**src/rtl/turf_rdwr_arbiter.sv**
```systemverilog
// Round-robin arbiter sharing one rdwr target bus among NUM_HOSTS masters,
// with a watchdog that force-completes hung cycles using TIMEOUT_DATA.
module turf_rdwr_arbiter #(
    parameter int          NUM_HOSTS    = 2,
    parameter int          TIMEOUT      = 1024,
    parameter logic [31:0] TIMEOUT_DATA = 32'hDEADBEEF
) (
    input  logic                      aclk,
    input  logic                      aresetn,
    input  logic [NUM_HOSTS-1:0]      s_en_i,
    input  logic [NUM_HOSTS-1:0]      s_wr_i,
    input  logic [28*NUM_HOSTS-1:0]   s_adr_i,
    input  logic [32*NUM_HOSTS-1:0]   s_dat_i,
    output logic [NUM_HOSTS-1:0]      s_ack_o,
    output logic [31:0]               s_dat_o,
    output logic                      m_en_o,
    output logic                      m_wr_o,
    output logic [27:0]               m_adr_o,
    output logic [31:0]               m_dat_o,
    input  logic                      m_ack_i,
    input  logic [31:0]               m_dat_i,
    output logic [NUM_HOSTS-1:0]      grant_o,
    output logic                      timeout_o
);

    localparam int IDX_W = $clog2(NUM_HOSTS);
    localparam int WD_W  = $clog2(TIMEOUT + 1);

    typedef enum logic [0:0] {
        ST_IDLE = 1'b0,
        ST_BUSY = 1'b1
    } state_t;

    state_t             state_q;
    logic [IDX_W-1:0]   gnt_idx_q;
    logic [IDX_W-1:0]   last_idx_q;
    logic [WD_W-1:0]    wd_cnt_q;
    logic               timeout_q;

    logic [IDX_W-1:0]   pick_d;
    logic               busy_s;
    logic               wd_expire_s;
    logic               done_s;

    // Round-robin pick: first requester after the last granted index, wrapping.
    always_comb begin
        int unsigned c;
        logic        found;
        pick_d = last_idx_q;
        found  = 1'b0;
        c      = 0;
        for (int i = 1; i <= NUM_HOSTS; i++) begin
            c = (int'(last_idx_q) + i) % NUM_HOSTS;
            if (!found && s_en_i[c[IDX_W-1:0]]) begin
                found  = 1'b1;
                pick_d = c[IDX_W-1:0];
            end else begin
                found  = found;
            end
        end
    end

    assign busy_s      = (state_q == ST_BUSY);
    assign wd_expire_s = (wd_cnt_q == WD_W'(TIMEOUT - 1));
    assign done_s      = busy_s & (m_ack_i | wd_expire_s);
    assign timeout_o   = timeout_q;

    // Target-side forwarding and same-cycle completion back to the granted master.
    always_comb begin
        s_ack_o = '0;
        s_dat_o = 32'h0000_0000;
        m_en_o  = 1'b0;
        m_wr_o  = 1'b0;
        m_adr_o = 28'h000_0000;
        m_dat_o = 32'h0000_0000;
        grant_o = '0;
        if (busy_s) begin
            m_en_o  = s_en_i[gnt_idx_q];
            m_wr_o  = s_wr_i[gnt_idx_q];
            m_adr_o = s_adr_i[28*gnt_idx_q +: 28];
            m_dat_o = s_dat_i[32*gnt_idx_q +: 32];
            grant_o = {{(NUM_HOSTS-1){1'b0}}, 1'b1} << gnt_idx_q;
        end else begin
            m_en_o  = 1'b0;
        end
        if (done_s) begin
            s_ack_o = {{(NUM_HOSTS-1){1'b0}}, 1'b1} << gnt_idx_q;
            s_dat_o = m_ack_i ? m_dat_i : TIMEOUT_DATA;
        end else begin
            s_ack_o = '0;
        end
    end

    // Arbitration FSM with watchdog; a late m_ack_i in IDLE is ignored.
    always_ff @(posedge aclk) begin
        if (!aresetn) begin
            state_q    <= ST_IDLE;
            gnt_idx_q  <= '0;
            last_idx_q <= IDX_W'(NUM_HOSTS - 1);
            wd_cnt_q   <= '0;
            timeout_q  <= 1'b0;
        end else begin
            timeout_q <= 1'b0;
            case (state_q)
                ST_IDLE: begin
                    if (|s_en_i) begin
                        gnt_idx_q  <= pick_d;
                        last_idx_q <= pick_d;
                        wd_cnt_q   <= '0;
                        state_q    <= ST_BUSY;
                    end else begin
                        state_q    <= ST_IDLE;
                    end
                end
                ST_BUSY: begin
                    if (done_s) begin
                        state_q   <= ST_IDLE;
                        timeout_q <= ~m_ack_i;
                    end else if (!s_en_i[gnt_idx_q]) begin
                        state_q   <= ST_IDLE;
                    end else if (wd_cnt_q != {WD_W{1'b1}}) begin
                        wd_cnt_q  <= wd_cnt_q + WD_W'(1);
                    end else begin
                        wd_cnt_q  <= wd_cnt_q;
                    end
                end
                default: begin
                    state_q <= ST_IDLE;
                end
            endcase
        end
    end

endmodule

```
**config.mk**
```make
export PLATFORM = sky130hd
export DESIGN_NAME = turf_rdwr_arbiter
export DESIGN_NICKNAME = d
export VERILOG_FILES = /design/src/rtl/turf_rdwr_arbiter.sv
export SDC_FILE = /design/constraint.sdc
export NUM_CORES = 1
export LEC_CHECK = 0
export CAP_MARGIN = 20
export CORE_AREA = 3 3 100 102
export DETAILED_ROUTE_END_ITERATION = 16
export DIE_AREA = 0 0 103 105
export PLACE_DENSITY = 0.73
export SLEW_MARGIN = 20
export SYNTH_ARGS = -nofsm -noshare
export SYNTH_HDL_FRONTEND = slang
export SYNTH_SLANG_ARGS = --single-unit
```
**constraint.sdc**
```tcl
create_clock -name aclk -period 3.1 [get_ports aclk]
set_input_delay 0.775 -clock aclk [delete_from_list [all_inputs] [get_ports aclk]]
set_output_delay 0.775 -clock aclk [all_outputs]
set_load 0.005 [all_outputs]
```
==> impl_metrics.tcl, run 1 <==
set metrics [dict create \
    core_region_area_um2 9200 \
    endpoint_kind "output pin" \
    synth_top_family_by_area "multiplexers" \
    hold_viol_final 0 \
    final-setup-viol-count 0 \
    area_delta_synth_final_pct 137 \
    antenna_found_initial 0 \
    initial_core_util_pct 22.7 \
    status "finished clean" \
    design_area_um2 4960 \
    dpl_cell_area_um2 4790 \
    holdPathEnd "wd_cnt_q[10]" \
    period_minus_slack_ps 3020 \
    fin_util_pct 53.9 \
    ys_types 45 \
    hpwl_um 9250 \
    yosys.area_share.simple_pct 27.3 \
    synth_top_area_cell "mux2i_1" \
    die_h_um 105 \
    yosysTopAreaCellShare_pct 29.2 \
    cts_tree "yes" \
    arrival_ps 2250 \
    power_frac_comb_pct 61.1 \
    die_area_um2 10800 \
    leakage_nw 2.21 \
    worst_pin_slew_ps 519 \
    root_buffer "clkbuf_8" \
    cp.required_ps 2320 \
    grt_pass1_wl_um 16100 \
    worstReg2RegStart "gnt_idx_q" \
    pwr-share-clk_pct 16.6 \
    synthMuxAreaShare_pct 30.3 \
    reg2regPathDepth 4 \
    fmax_mhz 331 \
    cts.sinks 15 \
    wirelength_um 11300 \
    synthFlopType "dfxtp_1" \
    ys_async_sr_fraction_pct 0 \
    place_congestion 0.828 \
    synth_area_per_cell_um2 7.58 \
    clock_skew_ps 2.12 \
    slowest_stage "clkdlybuf4s50_1" \
    maxSlewViolCount 0 \
    intPower_mw 0.676 \
    synthAdderAreaFrac_pct 0.598 \
    path_delay_family "buffers and inverters" \
    drc 0 \
    power_mw 0.955 \
    syn-num-nets 436 \
    fin_crit_sh_pct 97.5 \
    first_pass_iters 4 \
    htreeDepth 1 \
    timing.setup.tns_ps 0 \
    synth_area_leaders "mux2i_1 29%, dfxtp_1 14%, nor2_1 12%" \
    rows 35 \
    postCtsHoldBufs 0 \
    clk_latency_ps 250 \
    synth_compound_area_share_pct 20.4 \
    clkTransAtPathRegs_ps 60 \
    switching_share_pct 29.2 \
    drive_gt1_share_pct 7.88 \
    num_vias 2988 \
    fill_cells 856 \
    dp.cells 630 \
    synth_commonest_cells "68 x nor2_1, 61 x mux2i_1, 27 x a21o_1" \
    avgViaCountPerCell 4.64 \
    min-delay-start "wd_cnt_q[10]" \
    gr-total-overflow 0 \
    critPathKind "reg2out" \
    yosysWarnings 0 \
    grt_max_degree 63 \
    critical_path.max_stage_delay_ps 490 \
    dieWidth_um 103 \
    worstSetupStartpointType "flop" \
    power_frac_seq_pct 22.2 \
    slew_headroom_pct 65.4 \
    crit_buf_inv 3 \
    r2r-end "wd_cnt_q[4]" \
    path_max_fanout 10 \
    syn-cell-area_um2 2090 \
    first_iter_violations 126 \
    fin_nets 694 \
    ir_worst_vdd_mv 0.210 \
    synth_cells 276 \
    crit_chain "ha_4 -> and3_4 -> nand3_4 -> buf_4 -> nor3_4 -> buf_12 -> a21o_1 -> clkdlybuf4s50_1" \
    reg2reg_setup_slack_ps 1310 \
    p_sw_mw 0.279 \
    ys_seq_area_share_pct 14.4 \
    ios 258 \
    min_delay_path_depth 1 \
    grt_usage_pct 18.7 \
    synth_edf_count 0 \
    n_antenna_cell 0 \
    post_layout_nonfiller_instances 644 \
    synth.most_common_cell "nor2_1" \
    clockBufferDepth 2 \
    synth_xor_area_share_pct 0 \
    powerDensity_nw_per_um2 193 \
    wl_per_cell_um 17.5 \
    maxCapViolations 0 \
    antenna_left 0 \
    hp-class "reg2reg" \
    cts_made_buffers 3 \
    grt_pass1_vias 2806 \
    ys_ff_latch 15 \
    portBuffers 257 \
]
==> power by group through the flow <==
stage / Clock [mW] / Combinational, mW / Sequential (mW)
after detailed placement: 0 / 0.584 / 0.217
after global placement: 0 / 0.574 / 0.217
after CTS: 0.164 / 0.584 / 0.213
final: 0.159 / 0.584 / 0.212
after floorplan: 0 / 0.205 / 0.204
after global routing: 0.173 / 0.624 / 0.214
==> cell type report <==
class / instances / area [um2] / share of cell area, %
clock buffer: 4 / 45.0 / 0.909
inverter: 3 / 11.3 / 0.227
multi-input combinational: 235 / 1670 / 33.8
sequential: 15 / 309 / 6.24
tap: 111 / 139 / 2.80
timing repair buffer: 276 / 2780 / 56.0
==> stage by stage <==
stage                     setup WS (ps)  hold WS (ps)
after global placement             1.47           451
after CTS                         -11.1           485
final                              76.6           479
after floorplan                     841           438
after global routing              -2.96           512
after detailed placement          -24.1           474
==> repair_timing <==
| item | 4_1_cts | 5_1_grt |
|---|---|---|
| endpoints found under the setup margin | 26 | 9 |
| cloned | 1 | 1 |
| buffers inserted | 0 | 8 |
| pin swaps | 1 | 1 |
| gates resized for setup | 22 | 10 |
==> worst register-to-register path, stage by stage (launching register included) <==
cell	delay (ps)
dfxtp_4	690
mux2i_4	380
nor3_2	110
and3_1	280
a22o_1	240
==> routing by layer <==
layer,up-vias,global-route usage [%],share of wire (%)
met5,-,0,0
met4,0,2.96,1.3
met3,14,3.07,6.4
met2,104,35.3,54
met1,1370,22.0,39
li1,1500,-,-
==> placed cells by master, fill, tap and decap left out, types with 2 or more instances in the layout <==
cell type,count
a22o_1,2
a311oi_1,3
nor2_1,68
buf_12,4
nand3_1,5
dlygate4sd2_1,18
clkdlybuf4s50_1,232
nor3_1,3
clkbuf_8,3
mux2i_1,61
a31oi_1,5
o21ai_4,2
nand2_1,12
and2_1,2
nand2b_1,3
dlymetal6s2s_1,7
dfxtp_1,12
and3_4,2
buf_4,14
nor4_1,2
o21ai_0,3
a21o_1,27
a21oi_1,4
inv_1,2
and3_1,9
dfxtp_4,2
==> logic make-up (layout without fill, tap and decap cells) <==
kind of cell,after synthesis,after routing
flops,15,15
simple gates,117,117
buf+inv,27,283
fa+ha+maj,1,1
compound gates,54,55
mux,62,62
==> worst max-delay path by stage <==
stage                 from           to  slack (ps)  cells past startpoint
2_1_floorplan      m_ack_i   s_ack_o[1]         840                      5
3_3_place_gp       m_ack_i  s_dat_o[19]           1                      6
3_5_place_dp       m_ack_i  s_dat_o[15]         -20                      6
4_1_cts            m_ack_i   s_ack_o[0]         -10                      5
5_1_grt        wd_cnt_q[0]  s_dat_o[25]          -3                      8
6_report       wd_cnt_q[0]  s_dat_o[25]          80                      8
==> flip-flops by register name, summed over array words and instances (netlist names) <==
| signal | flops |
|---|---|
| wd_cnt_q | 11 |
| busy_s | 1 |
| gnt_idx_q | 1 |
| last_idx_q | 1 |
| timeout_o | 1 |
(Power assumes the default switching activity.)
==> run 2, diff against run 1 <==
Settings changed: CTS_BUF_LIST from default to sky130_fd_sc_hd__clkbuf_4 sky130_fd_sc_hd__clkbuf_8, GPL_TIMING_DRIVEN from default to 0.
==> impl_metrics.tcl, run 2 (same netlist as run 1, synthesis figures left out) <==
set metrics [dict create \
    regMostFlops "wd_cnt_q" \
    switching_share_pct 29.1 \
    clkTransAtPathRegs_ps 60 \
    dpl_cell_area_um2 4790 \
    leakage_nw 2.03 \
    endpoint_kind "output pin" \
    worstSetupStartpointType "flop" \
    fin_nets 704 \
    maxCapViolations 0 \
    final-setup-viol-count 0 \
    first_iter_violations 114 \
    design_area_um2 4920 \
    power_mw 0.971 \
    layout_common_cells "255 x clkdlybuf4s50_1, 68 x nor2_1, 61 x mux2i_1" \
    critical_path.max_stage_delay_ps 500 \
    avgViaCountPerCell 4.70 \
    status "finished clean" \
    core_region_area_um2 9200 \
    root_buffer "clkbuf_8" \
    portBuffers 256 \
    intPower_mw 0.689 \
    fin_crit_sh_pct 97.7 \
    hp-class "reg2reg" \
    min_delay_path_depth 1 \
    n_antenna_cell 0 \
    first_pass_iters 4 \
    largest_reg_flops 11 \
    crit_buf_inv 3 \
    slew_headroom_pct 59.9 \
    power_frac_seq_pct 20.7 \
    r2r-end "wd_cnt_q[7]" \
    hpwl_um 9450 \
    die_area_um2 10800 \
    fill_cells 849 \
    wirelength_um 11200 \
    worst_pin_slew_ps 601 \
    gr-total-overflow 0 \
    slowest_stage "clkdlybuf4s50_1" \
    multi_input_area_um2 1660 \
    period_minus_slack_ps 3030 \
    path_max_fanout 6 \
    crit_start "wd_cnt_q[1]" \
    grt_usage_pct 19.1 \
    layout_commonest_cell "clkdlybuf4s50_1" \
    maxSlewViolCount 0 \
    htreeDepth 1 \
    antenna_found_initial 0 \
    pwr-share-clk_pct 17.7 \
    cts_tree "yes" \
    grt_pass1_vias 3042 \
    num_vias 3075 \
    cp.required_ps 2320 \
    clk_latency_ps 250 \
    initial_core_util_pct 22.7 \
    area_delta_synth_final_pct 136 \
    dp.cells 643 \
    die_h_um 105 \
    ios 258 \
    crit_chain "ha_4 -> and3_4 -> nand3_4 -> nor3_4 -> buf_6 -> buf_2 -> a21o_1 -> clkdlybuf4s50_1" \
    rows 35 \
    hold_slack_ps 463 \
    reg2reg_setup_slack_ps 1460 \
    powerDensity_nw_per_um2 197 \
    fmax_mhz 330 \
    timing.setup.tns_ps 0 \
    drc 0 \
    path_depth 8 \
    power_frac_comb_pct 61.6 \
    reg2regPathDepth 5 \
    worstReg2RegStart "busy_s" \
    path_delay_family "buffers and inverters" \
    dieWidth_um 103 \
    antenna_left 0 \
    grt_max_degree 11 \
    p_sw_mw 0.282 \
    crit_end "s_dat_o[16]" \
    wl_per_cell_um 17.1 \
    clock_skew_ps 3.62 \
    clockBufferDepth 2 \
    drive_gt1_share_pct 8.29 \
    regArea_um2 303 \
    hold_viol_final 0 \
    arrival_ps 2260 \
    post_layout_nonfiller_instances 654 \
    critPathKind "reg2out" \
    place_congestion 0.821 \
    cts_made_buffers 3 \
    cts.sinks 15 \
    grt_pass1_wl_um 16500 \
    ir_worst_vdd_mv 0.177 \
]
## run 2: cell type report
| cell class | instances | share of cell area [%] |
|---|---|---|
| timing repair buffer | 264 | 53.3 |
| multi-input combinational | 234 | 33.6 |
| sequential | 15 | 6.15 |
| buffer | 23 | 2.90 |
| tap | 111 | 2.82 |
| clock buffer | 4 | 0.991 |
| inverter | 3 | 0.229 |
## run 2: timing repair
item / CTS / global route
buffers inserted: 3 / 4
hold buffers: 0 / 0
pin swaps: 2 / 3
setup endpoints to repair: 34 / 53
gates cloned: 0 / 1
gates resized for setup: 5 / 11
## run 2: power by group through the flow
stage	Sequential (mW)	Clock, mW	Combinational (mW)
after floorplan	0.204	0	0.205
after global placement	0.205	0	0.586
after detailed placement	0.205	0	0.594
after CTS	0.201	0.174	0.601
after global routing	0.202	0.186	0.645
final	0.201	0.171	0.599
## run 2: how the worst min path moves through the flow
stage / end / slack, ps / from
after floorplan: wd_cnt_q[10] / 440 / wd_cnt_q[10]
after global placement: wd_cnt_q[10] / 450 / wd_cnt_q[10]
after detailed placement: wd_cnt_q[10] / 460 / wd_cnt_q[10]
after CTS: wd_cnt_q[10] / 470 / wd_cnt_q[10]
after global routing: wd_cnt_q[10] / 480 / wd_cnt_q[10]
final: wd_cnt_q[10] / 460 / wd_cnt_q[10]
## run 2: metrics by stage
step / util [%] / setup slack, ps
after floorplan: - / 841
after global placement: 52.1 / -491
after detailed placement: 52.1 / -554
after CTS: 52.9 / 12.8
after global routing: 53.6 / -6.81
final: 53.6 / 70.0
## run 2: layer usage
metal,track usage (%),part of all wire [%],vias up
met5,0,0,-
met3,3.74,6.7,19
met4,3.42,1.6,0
li1,-,-,1516
met1,21.8,39,1443
met2,35.9,53,97
==> run 3, diff against run 2 <==
Settings changed: PLACE_DENSITY 0.73 to default, PLACE_DENSITY_LB_ADDON from default to 0.15.
==> impl_metrics.tcl, run 3 (same netlist as run 1, synthesis figures left out) <==
set metrics [dict create \
    status "finished clean" \
    worst_pin_slew_ps 608 \
    postCtsHoldBufs 0 \
    first_iter_violations 109 \
    root_buffer "clkbuf_8" \
    powerDensity_nw_per_um2 198 \
    maxCapViolations 0 \
    place_congestion 0.871 \
    clk_latency_ps 250 \
    ir_worst_vdd_mv 0.124 \
    hpwl_um 10000 \
    clock_skew_ps 4.82 \
    clockBufferDepth 2 \
    path_depth 8 \
    drive_gt1_share_pct 7.58 \
    core_region_area_um2 9200 \
    grt_pass1_wl_um 16700 \
    power_frac_seq_pct 20.6 \
    leakage_nw 2.02 \
    cp.required_ps 2320 \
    maxSlewViolCount 0 \
    dp.cells 643 \
    post_layout_nonfiller_instances 652 \
    antenna_left 0 \
    grt_pass1_vias 2889 \
    endpoint_kind "output pin" \
    grt_max_degree 11 \
    fin_nets 702 \
    min-delay-start "wd_cnt_q[10]" \
    layout_common_cells "255 x clkdlybuf4s50_1, 68 x nor2_1, 61 x mux2i_1" \
    pwr-share-clk_pct 17.6 \
    critical_path.max_stage_delay_ps 510 \
    worstReg2RegStart "wd_cnt_q[0]" \
    rows 35 \
    cts_tree "yes" \
    final-setup-viol-count 0 \
    crit_chain "ha_4 -> and3_4 -> nand3_4 -> nor3_4 -> buf_12 -> buf_6 -> a21o_1 -> clkdlybuf4s50_1" \
    largest_reg_flops 11 \
    drc 0 \
    intPower_mw 0.688 \
    portBuffers 256 \
    power_mw 0.974 \
    reg2reg_setup_slack_ps 1570 \
    area_delta_synth_final_pct 135 \
    dieWidth_um 103 \
    cts.sinks 15 \
    p_sw_mw 0.287 \
    reg2regPathDepth 6 \
    die_h_um 105 \
    fmax_mhz 333 \
    gr-total-overflow 0 \
    clkTransAtPathRegs_ps 60 \
    rsz0062_at_grt "false" \
    detailedPlace.worstSlack_ps -509 \
    hp-class "reg2reg" \
    n_antenna_cell 0 \
    crit_end "s_dat_o[30]" \
    num_vias 3058 \
    layout_commonest_cell "clkdlybuf4s50_1" \
    critPathKind "reg2out" \
    regMostFlops "wd_cnt_q" \
    avgViaCountPerCell 4.69 \
    cts_made_buffers 3 \
    slowest_stage "clkdlybuf4s50_1" \
    initial_core_util_pct 22.7 \
    period_minus_slack_ps 3000 \
    path_delay_family "buffers and inverters" \
    wl_per_cell_um 18.1 \
    r2r-end "wd_cnt_q[1]" \
    worstSetupStartpointType "flop" \
    hold_viol_final 0 \
    power_frac_comb_pct 61.7 \
    antenna_found_initial 0 \
    fin_crit_sh_pct 96.9 \
    slew_headroom_pct 59.5 \
    switching_share_pct 29.4 \
    finalWorstSetupSlack_ps 97.2 \
    ios 258 \
    crit_start "wd_cnt_q[0]" \
    grt_usage_pct 20.0 \
    path_max_fanout 10 \
    first_pass_iters 4 \
    crit_buf_inv 3 \
    die_area_um2 10800 \
    htreeDepth 1 \
    arrival_ps 2230 \
    wirelength_um 11800 \
]
run 3: metal layers:
metal / wire length (um) / GRT usage (%) / vias up
met3: 769 / 3.87 / 13
met2: 6210 / 36.9 / 117
li1: - / - / 1510
met4: 146 / 3.24 / 0
met1: 4660 / 23.6 / 1418
met5: 0 / 0 / -
run 3: worst register-to-register path: cells and delay by family (launching register included):
family | cells | cell delay (ps)
simple gates | 3 | 530
flops | 1 | 370
compound gates | 1 | 210
fa+ha+maj | 1 | 160
buf+inv | 1 | 160
run 3: power by group through the flow:
stage | logic [mW] | clock network [mW] | registers (mW)
floorplan | 0.205 | 0 | 0.204
global placement | 0.591 | 0 | 0.205
detailed placement | 0.599 | 0 | 0.205
CTS | 0.606 | 0.178 | 0.201
global route | 0.648 | 0.185 | 0.202
finish | 0.601 | 0.172 | 0.201
run 3: final cells by class:
cell class	instances	area (um2)
Timing Repair Buffer	261	2620
Sequential cell	15	303
Buffer	24	145
Inverter	3	11.3
Tap cell	111	139
Multi-Input combinational cell	234	1660
Fill cell	880	4280
Clock buffer	4	48.8
run 3: worst min-delay path by stage:
stage | endpoint | slack, ps | depth (start not counted)
finish | wd_cnt_q[10] | 480 | 1
global placement | wd_cnt_q[10] | 450 | 1
detailed placement | wd_cnt_q[10] | 470 | 1
CTS | wd_cnt_q[10] | 480 | 1
global route | wd_cnt_q[10] | 510 | 1
floorplan | wd_cnt_q[10] | 440 | 1
run 3: timing repair:
item                                    4_1_cts  5_1_grt
endpoints found under the setup margin       34       26
buffers inserted                              3        1
cloned                                        0        1
pin swaps                                     2        1
gates resized for setup                       5       10
run 3: per-stage QoR:
step / utilization [%] / TNS, ps / area (um2) / hold WS, ps
floorplan: - / 0 / 2090 / 438
global placement: 52.1 / -12230 / 4790 / 451
detailed placement: 52.1 / -12440 / 4790 / 468
CTS: 52.9 / 0 / 4870 / 475
global route: 53.5 / 0 / 4920 / 506
finish: 53.5 / 0 / 4920 / 476
